## src/rtl/reg_file_ctl_if.sv

```systemverilog
// Bus bundle for reg_file_ctl: decode read ports, writeback/load write ports,
// clear request and the sequencer status outputs.
interface reg_file_ctl_if #(
  parameter int W = 8,
  parameter int D = 4
);
  logic [D-1:0] srcA, srcB;
  logic         RegWrite;
  logic [D-1:0] writeReg;
  logic [W-1:0] writeValue;
  logic         LdWrite;
  logic [D-1:0] ldReg;
  logic [W-1:0] ldValue;
  logic         ClearReq;
  logic [W-1:0] ReadA, ReadB;
  logic         Busy;
  logic         ClearDone;

  modport master (
    output srcA, srcB, RegWrite, writeReg, writeValue,
           LdWrite, ldReg, ldValue, ClearReq,
    input  ReadA, ReadB, Busy, ClearDone
  );

  modport slave (
    input  srcA, srcB, RegWrite, writeReg, writeValue,
           LdWrite, ldReg, ldValue, ClearReq,
    output ReadA, ReadB, Busy, ClearDone
  );
endinterface

```

## src/rtl/reg_file_ctl.sv

```systemverilog
// Dual-write-port register file with zero/protected entries, optional
// write-to-read bypass and a one-entry-per-cycle clear sequencer.
module reg_file_ctl #(
  parameter int W        = 8,
  parameter int D        = 4,
  parameter int ZERO_REG = 2**D-1,
  parameter int PROT_REG = 2**D-2,
  parameter int BYPASS   = 1
) (
  input  logic           CLK,
  input  logic           Reset,
  reg_file_ctl_if.slave  bus
);
  localparam int          N    = 2**D;
  localparam logic [D-1:0] ZR  = D'(ZERO_REG);
  localparam logic [D-1:0] PR  = D'(PROT_REG);
  localparam logic [D:0]   LAST = (D+1)'(N-1);

  typedef enum logic [1:0] {IDLE, CLEAR, DONE} state_t;

  state_t                  state_q, state_d;
  logic [D:0]              cnt_q, cnt_d;
  logic [N-1:0][W-1:0]     mem_q, mem_d;
  logic                    wr0_ok, wr1_ok;

  assign wr0_ok = bus.RegWrite && (state_q == IDLE) &&
                  (bus.writeReg != ZR) && (bus.writeReg != PR);
  assign wr1_ok = bus.LdWrite && (state_q == IDLE) &&
                  (bus.ldReg != ZR) && (bus.ldReg != PR);

  always_comb begin
    state_d = state_q;
    cnt_d   = cnt_q;
    mem_d   = mem_q;
    // port 1 first so port 0 overrides on an address collision
    if (wr1_ok) mem_d[bus.ldReg]    = bus.ldValue;
    if (wr0_ok) mem_d[bus.writeReg] = bus.writeValue;
    case (state_q)
      IDLE: if (bus.ClearReq) begin
        state_d = CLEAR;
        cnt_d   = '0;
      end
      CLEAR: begin
        mem_d[cnt_q[D-1:0]] = '0;
        cnt_d = cnt_q + 1'b1;
        if (cnt_q == LAST) state_d = DONE;
      end
      DONE:    state_d = IDLE;
      default: state_d = IDLE;
    endcase
  end

  always_ff @(posedge CLK or posedge Reset) begin
    if (Reset) begin
      state_q <= IDLE;
      cnt_q   <= '0;
      mem_q   <= '0;
    end else begin
      state_q <= state_d;
      cnt_q   <= cnt_d;
      mem_q   <= mem_d;
    end
  end

  always_comb begin
    bus.ReadA = mem_q[bus.srcA];
    if (BYPASS != 0 && wr1_ok && bus.ldReg == bus.srcA)    bus.ReadA = bus.ldValue;
    if (BYPASS != 0 && wr0_ok && bus.writeReg == bus.srcA) bus.ReadA = bus.writeValue;
    if (bus.srcA == ZR) bus.ReadA = '0;
  end

  always_comb begin
    bus.ReadB = mem_q[bus.srcB];
    if (BYPASS != 0 && wr1_ok && bus.ldReg == bus.srcB)    bus.ReadB = bus.ldValue;
    if (BYPASS != 0 && wr0_ok && bus.writeReg == bus.srcB) bus.ReadB = bus.writeValue;
    if (bus.srcB == ZR) bus.ReadB = '0;
  end

  assign bus.Busy      = (state_q != IDLE);
  assign bus.ClearDone = (state_q == DONE);
endmodule

```

## src/flat_wrapper.sv

```systemverilog
// flat-port wrapper written by rule: the top's interface ports become plain ports
module reg_file_ctl_flat 
#(
  parameter int W        = 8,
  parameter int D        = 4,
  parameter int ZERO_REG = 2**D-1,
  parameter int PROT_REG = 2**D-2,
  parameter int BYPASS   = 1
)
  (CLK, Reset, bus_srcA, bus_srcB, bus_RegWrite, bus_writeReg, bus_writeValue, bus_LdWrite, bus_ldReg, bus_ldValue, bus_ClearReq, bus_ReadA, bus_ReadB, bus_Busy, bus_ClearDone);
  reg_file_ctl_if #(.W(W), .D(D)) bus_i ();
  input  logic CLK;
  input  logic Reset;
  input wire logic [$bits(bus_i.srcA)-1:0] bus_srcA;
  input wire logic [$bits(bus_i.srcB)-1:0] bus_srcB;
  input wire logic [$bits(bus_i.RegWrite)-1:0] bus_RegWrite;
  input wire logic [$bits(bus_i.writeReg)-1:0] bus_writeReg;
  input wire logic [$bits(bus_i.writeValue)-1:0] bus_writeValue;
  input wire logic [$bits(bus_i.LdWrite)-1:0] bus_LdWrite;
  input wire logic [$bits(bus_i.ldReg)-1:0] bus_ldReg;
  input wire logic [$bits(bus_i.ldValue)-1:0] bus_ldValue;
  input wire logic [$bits(bus_i.ClearReq)-1:0] bus_ClearReq;
  output wire logic [$bits(bus_i.ReadA)-1:0] bus_ReadA;
  output wire logic [$bits(bus_i.ReadB)-1:0] bus_ReadB;
  output wire logic [$bits(bus_i.Busy)-1:0] bus_Busy;
  output wire logic [$bits(bus_i.ClearDone)-1:0] bus_ClearDone;
  assign bus_i.srcA = bus_srcA;
  assign bus_i.srcB = bus_srcB;
  assign bus_i.RegWrite = bus_RegWrite;
  assign bus_i.writeReg = bus_writeReg;
  assign bus_i.writeValue = bus_writeValue;
  assign bus_i.LdWrite = bus_LdWrite;
  assign bus_i.ldReg = bus_ldReg;
  assign bus_i.ldValue = bus_ldValue;
  assign bus_i.ClearReq = bus_ClearReq;
  assign bus_ReadA = bus_i.ReadA;
  assign bus_ReadB = bus_i.ReadB;
  assign bus_Busy = bus_i.Busy;
  assign bus_ClearDone = bus_i.ClearDone;
  reg_file_ctl #(.W(W), .D(D), .ZERO_REG(ZERO_REG), .PROT_REG(PROT_REG), .BYPASS(BYPASS)) u_core (.CLK(CLK), .Reset(Reset), .bus(bus_i));
endmodule
```

## config.mk

```make
export PLATFORM = sky130hd
export DESIGN_NAME = reg_file_ctl_flat
export DESIGN_NICKNAME = d
export VERILOG_FILES = /design/src/rtl/reg_file_ctl_if.sv /design/src/rtl/reg_file_ctl.sv /design/src/flat_wrapper.sv
export SDC_FILE = /design/constraint.sdc
export NUM_CORES = 1
export LEC_CHECK = 0
export BUFFER_PORTS_ARGS = -buffer_cell sky130_fd_sc_hd__buf_2
export CAP_MARGIN = 20
export CORE_MARGIN = 4
export CORE_UTILIZATION = 35
export DETAILED_ROUTE_END_ITERATION = 7
export GPL_TIMING_DRIVEN = 0
export PLACE_DENSITY_LB_ADDON = 0.08
export SLEW_MARGIN = 25
export SYNTH_ARGS = -nofsm -noshare
export SYNTH_HDL_FRONTEND = slang
export SYNTH_SLANG_ARGS = --single-unit
```

## constraint.sdc

```tcl
create_clock -name CLK -period 5.7 [get_ports CLK]
set_clock_uncertainty 0.05 [all_clocks]
set_input_delay 1.14 -clock CLK [delete_from_list [all_inputs] [get_ports CLK]]
set_output_delay 1.14 -clock CLK [all_outputs]
set_load 0.03 [all_outputs]
```

After elaboration in Yosys (flattened, before gate mapping). Cells that the tools add are included. Widths: inputs -> output; s select.

Bitwise logic cells: 2. Muxes and demuxes: 26. Eq/ne operators: 15. Magnitude comparators: 8. Reduce and logical (&&, ||, !) cells: 18. Add/subtract/negate cells: 1.

Operators with widths (count): $mux 128 (3); $bwmux 128 (2); $and 128x128->128 (1); $not 128->128 (1); $demux 8 s4 (3); $mux 8 (11); $bmux 8 s4 (2); $lt 4x5->1 const B (5); $eq 4x4->1 (4); $ne 4x4->1 const B (4); $logic_and 1x1->1 (13); $ge 4x1->1 const B (3); $pmux 5 s2 (1); $eq 4x4->1 const B (2); $add 5x1->5 const B (1); $eq 5x4->1 const B (1); $mux 5 (1); $mux 2 (2); $pmux 2 s2 (1); $reduce_and 2->1 (2); $reduce_bool 2->1 (2); $eq 2x1->1 const B (1); $eq 2x2->1 const B (1); $logic_not 2->1 (1); 2 further kinds (2).

Output and inout port bits: 18. Input bits: 37. Register bits after elaboration: 135. Word-level logic and storage cells: 88.

Longest topological paths before layout.
Depth after elaboration: 10. Mapped depth: 9. Gate-level depth less buffers: 5.

Least setup slack after synthesis. Ideal clock, no wire load.

Path type: in2out. Start: input bus_srcA[0]. End: output bus_ReadA[4]. Arrival time: 2.994 ns. Setup slack: 1.516 ns. Stages: 6. Buffers on the path: 2. Required time: 4.510 ns. Path through: buf_2 > buf_4 > nand2b_1 > o22ai_1 > or4b_2 > a31oi_1.

Longest elaborated chain between the ends: 5. Elaborated cells on any way between the ends: 10. Those cells by class: eq/ne (3); mux (5); reduce/logical (2).

RTL lines: start, declared (RTL line flat_wrapper.sv:14) `input wire logic [$bits(bus_i.srcA)-1:0] bus_srcA;`; $bmux 8 s4 or $eq 4x4->1 (tied branches) (RTL line reg_file_ctl.sv:66, reg_file_ctl.sv:67); $mux 8 (not written as such) or $logic_and 1x1->1 (tied branches) (RTL line reg_file_ctl.sv:66, reg_file_ctl.sv:67); $mux 8 (RTL line reg_file_ctl.sv:67) `if (BYPASS != 0 && wr1_ok && bus.ldReg == bus.srcA) bus.ReadA = bus.ldValue;`; $mux 8 (RTL line reg_file_ctl.sv:68) `if (BYPASS != 0 && wr0_ok && bus.writeReg == bus.srcA) bus.ReadA = bus.writeValue;`; $mux 8 (*) (RTL line reg_file_ctl.sv:69) `if (bus.srcA == ZR) bus.ReadA = '0;`; end, declared (RTL line flat_wrapper.sv:23) `output wire logic [$bits(bus_i.ReadA)-1:0] bus_ReadA;`.

Every way passes the cells marked *; elsewhere a longest branch is shown, timed or not. The select of a mux whose other input is x is not followed.

Worst setup path after layout.
Start: input bus_srcB[1]. End: output bus_ReadB[7].

Longest elaborated chain between the ends: 5. Elaborated cells on any way between the ends: 10. Those cells by class: eq/ne (3); mux (5); reduce/logical (2).

RTL lines: start, declared (RTL line flat_wrapper.sv:15) `input wire logic [$bits(bus_i.srcB)-1:0] bus_srcB;`; $bmux 8 s4 or $eq 4x4->1 (tied branches) (RTL line reg_file_ctl.sv:73, reg_file_ctl.sv:74); $mux 8 (not written as such) or $logic_and 1x1->1 (tied branches) (RTL line reg_file_ctl.sv:73, reg_file_ctl.sv:74); $mux 8 (RTL line reg_file_ctl.sv:74) `if (BYPASS != 0 && wr1_ok && bus.ldReg == bus.srcB) bus.ReadB = bus.ldValue;`; $mux 8 (RTL line reg_file_ctl.sv:75) `if (BYPASS != 0 && wr0_ok && bus.writeReg == bus.srcB) bus.ReadB = bus.writeValue;`; $mux 8 (*) (RTL line reg_file_ctl.sv:76) `if (bus.srcB == ZR) bus.ReadB = '0;`; end, declared (RTL line flat_wrapper.sv:24) `output wire logic [$bits(bus_i.ReadB)-1:0] bus_ReadB;`.

Marked as above.

==> out/results.ini <==
[run_status]
run_status = complete, no violations

[layout]
area_growth_syn_to_layout_pct = 14.2
final_nets = 986
antenna_cells = 0
layout_commonest_cell = nor2_1
drive_gt1_share_pct = 19.3
final_cell_area_mm2 = 0.0105
final_cell_mix = 150 x nor2_1, 135 x dfrtp_1, 125 x mux2i_1

[logic_synthesis]
ys_ff_latch = 135
synth_top_area_share_pct = 36.7
seq_area_frac_synth_pct = 36.7
synth-compound-area-share_pct = 13.1
synth_top_family_by_area = multiplexers
synth_area_leaders = dfrtp_1 37%, mux4_2 15%, mux2i_1 14%
yosys.area_share.simple_pct = 14.9
synth_edf_count = 0
async_reset_ff_share_pct = 100
syn_inst = 889
synth_adder_area_share_pct = 0.680
synth_flop_cell = dfrtp_1
synth_mux_area_share_pct = 28.7
netlist_area_mm2 = 0.00920
synth_largest_area_cell = dfrtp_1
syn_avg_cell_area_um2 = 10.3
yosysWarnings = 0
synth_xor_area_share_pct = 1.52
synth.distinct_cells = 50
synth_nets = 931

[global_routing]
grtUsageTotal_pct = 26.0
antenna_found_initial = 0
grt_max_degree = 83
overflow = 0
grt_pass1_vias = 7838
grt_pass1_wl_um = 55000

[setup_path]
end_kind = output pin
critPathMaxFanout = 10
cp_data_required_time_ns = 4.51
r2r_start = u_core.state_q[1]
crit_arrival_ns = 3.68
slowest_delay_ns = 0.68
critPathLaunchType = input port
r2r_end = u_core.mem_q[97]
r2r_slack_ns = 2.95
crit_chain = buf_4, buf_2, clkbuf_1, mux2i_1, a211oi_1, nand2_1, a31oi_1, buf_2
crit_type = input port to output pin
path_common_cell = buf_2
rr_worst_depth = 5
slowest_stage = clkbuf_1

[timing]
rsz0062_at_grt = false
post-route-min-period_ns = 4.87
setup_viol = 0
min_period_over_period_pct = 85.4
final_hold_viol_count = 0
drv_slew = 0
fin_ws_ns = 0.835
fmax_mhz = 206
tightest_slew_ns = 1.09
max_slew_margin_pct = 27.0

[worst_hold_path]
hold_end = u_core.cnt_q[4]
hp-start = u_core.cnt_q[4]
min_path_type = flip-flop to flip-flop
hold-path-cell-count = 2

[clocking]
numCtsBuffers = 17
cts_hold_buf = 0
post_cts_buffers = 0
clk_path_buf_depth = 2
clkLatencyLatePin_ns = 0.43
cts_resized = 0
clk_pin_slew_ns = 0.06
htree_levels = 4
cts_tree = built
clockRootBuffer = clkbuf_16
clock-sinks = 135

[route]
drt_iter0_drc = 882
dr_total_vias = 8010
drc = 0
wl_per_cell_um = 29.0
postRouteAntennaNets = 0
drtPass1Iterations = 7
drt-vias-per-instance = 6.20
drt_wl_total_um = 37500

[floorplan]
ios = 55
dieHeight_um = 170
rows = 59
fp.dieW_um = 170
die_area_mm2 = 0.0289
core_area_mm2 = 0.0260
start_util_pct = 35.4

[job]
cap_violations = 0

[power_and_ir_drop]
p_leak_nw = 4.83
peakVddDrop_v = 0.000205
powerDensity_mw_per_mm2 = 402

[place]
dpl_worst_slack_ns = 0.928
gp_congestion = 0.902
placed_area_mm2 = 0.00985
dp_hpwl_um = 26900
numPortBuffers = 35

## area by class of cell
| class | count | area, µm² |
|---|---|---|
| multi-input cells | 669 | 5450 |
| flip-flops and latches | 135 | 3380 |
| inverters | 6 | 30.0 |
| fillers | 2584 | 15500 |
| repair buffers | 36 | 203 |
| clock inverters | 14 | 223 |
| plain buffers | 79 | 378 |
| well taps | 335 | 419 |
| clock buffers | 18 | 429 |
## sequential cells by signal (all words and copies together) (netlist names)
name / count
u_core.mem_q: 128
u_core.cnt_q: 5
u_core.state_q: 2
## worst max-delay path by stage
stage / start / to
detailed placement: bus_srcB[1] / bus_ReadB[7]
global placement: Reset / u_core.mem_q[96]
global route: bus_srcB[1] / bus_ReadB[7]
CTS: bus_srcB[1] / bus_ReadB[7]
floorplan: Reset / u_core.cnt_q[0]
finish: bus_srcB[1] / bus_ReadB[7]
## synthesized netlist by cell type, types with 4 or more instances
library cell,instances
nor2b_1,23
clkbuf_1,35
nand4_1,7
nand2_1,51
or2_2,4
buf_2,24
nand2b_1,7
or4_1,6
o22ai_1,23
mux2i_1,125
and2_1,4
nor3_1,7
buf_1,9
xnor2_1,6
buf_4,6
nor2_1,151
o21ai_0,5
nand3_1,12
a31oi_1,15
xor2_1,10
mux4_2,61
ha_1,5
inv_1,6
a211oi_1,114
dfrtp_1,135
## critical path, delay by kind of cell
family / cells / cell delay (ns)
AOI/OAI and AO/OA: 2 / 0.63
buffers and inverters: 4 / 1.50
muxes: 1 / 0.31
and+or+nand+nor: 1 / 0.08
## stage by stage
stage / total power [mW] / util, % / instances / TNS (ns) / hold slack [ns]
3_5_place_dp: 2.93 / 37.9 / 1260 / 0 / 0.422
5_1_grt: 4.41 / 40.4 / 1292 / 0 / 0.477
6_report: 4.22 / 40.4 / 1292 / 0 / 0.433
3_3_place_gp: 2.91 / 37.7 / 1259 / -188.99 / 0.414
4_1_cts: 4.20 / 40.4 / 1292 / 0 / 0.436
2_1_floorplan: 2.46 / - / 889 / 0 / 0.400
## logic make-up after synthesis
| logic type | after synthesis |
|---|---|
| and+or+nand+nor | 292 |
| buffers and inverters | 85 |
| muxes | 187 |
| xor gates and xnor gates | 16 |
| AOI/OAI and AO/OA | 169 |
| DFF | 135 |
| adders and majority gates | 5 |
## routing by layer
layer,track usage (%),up-vias,share of wire (%)
met5,0,-,0
met4,9.06,0,3.5
met3,6.09,78,8.5
met2,39.0,426,45
met1,37.0,4052,43
li1,-,3454,-
## power by group
| part | internal [mW] | switching (mW) |
|---|---|---|
| combinational | 0.636 | 0.786 |
| clock | 0.782 | 0.493 |
| sequential | 1.27 | 0.258 |
| total | 2.68 | 1.54 |
(Power assumes the default switching activity.)
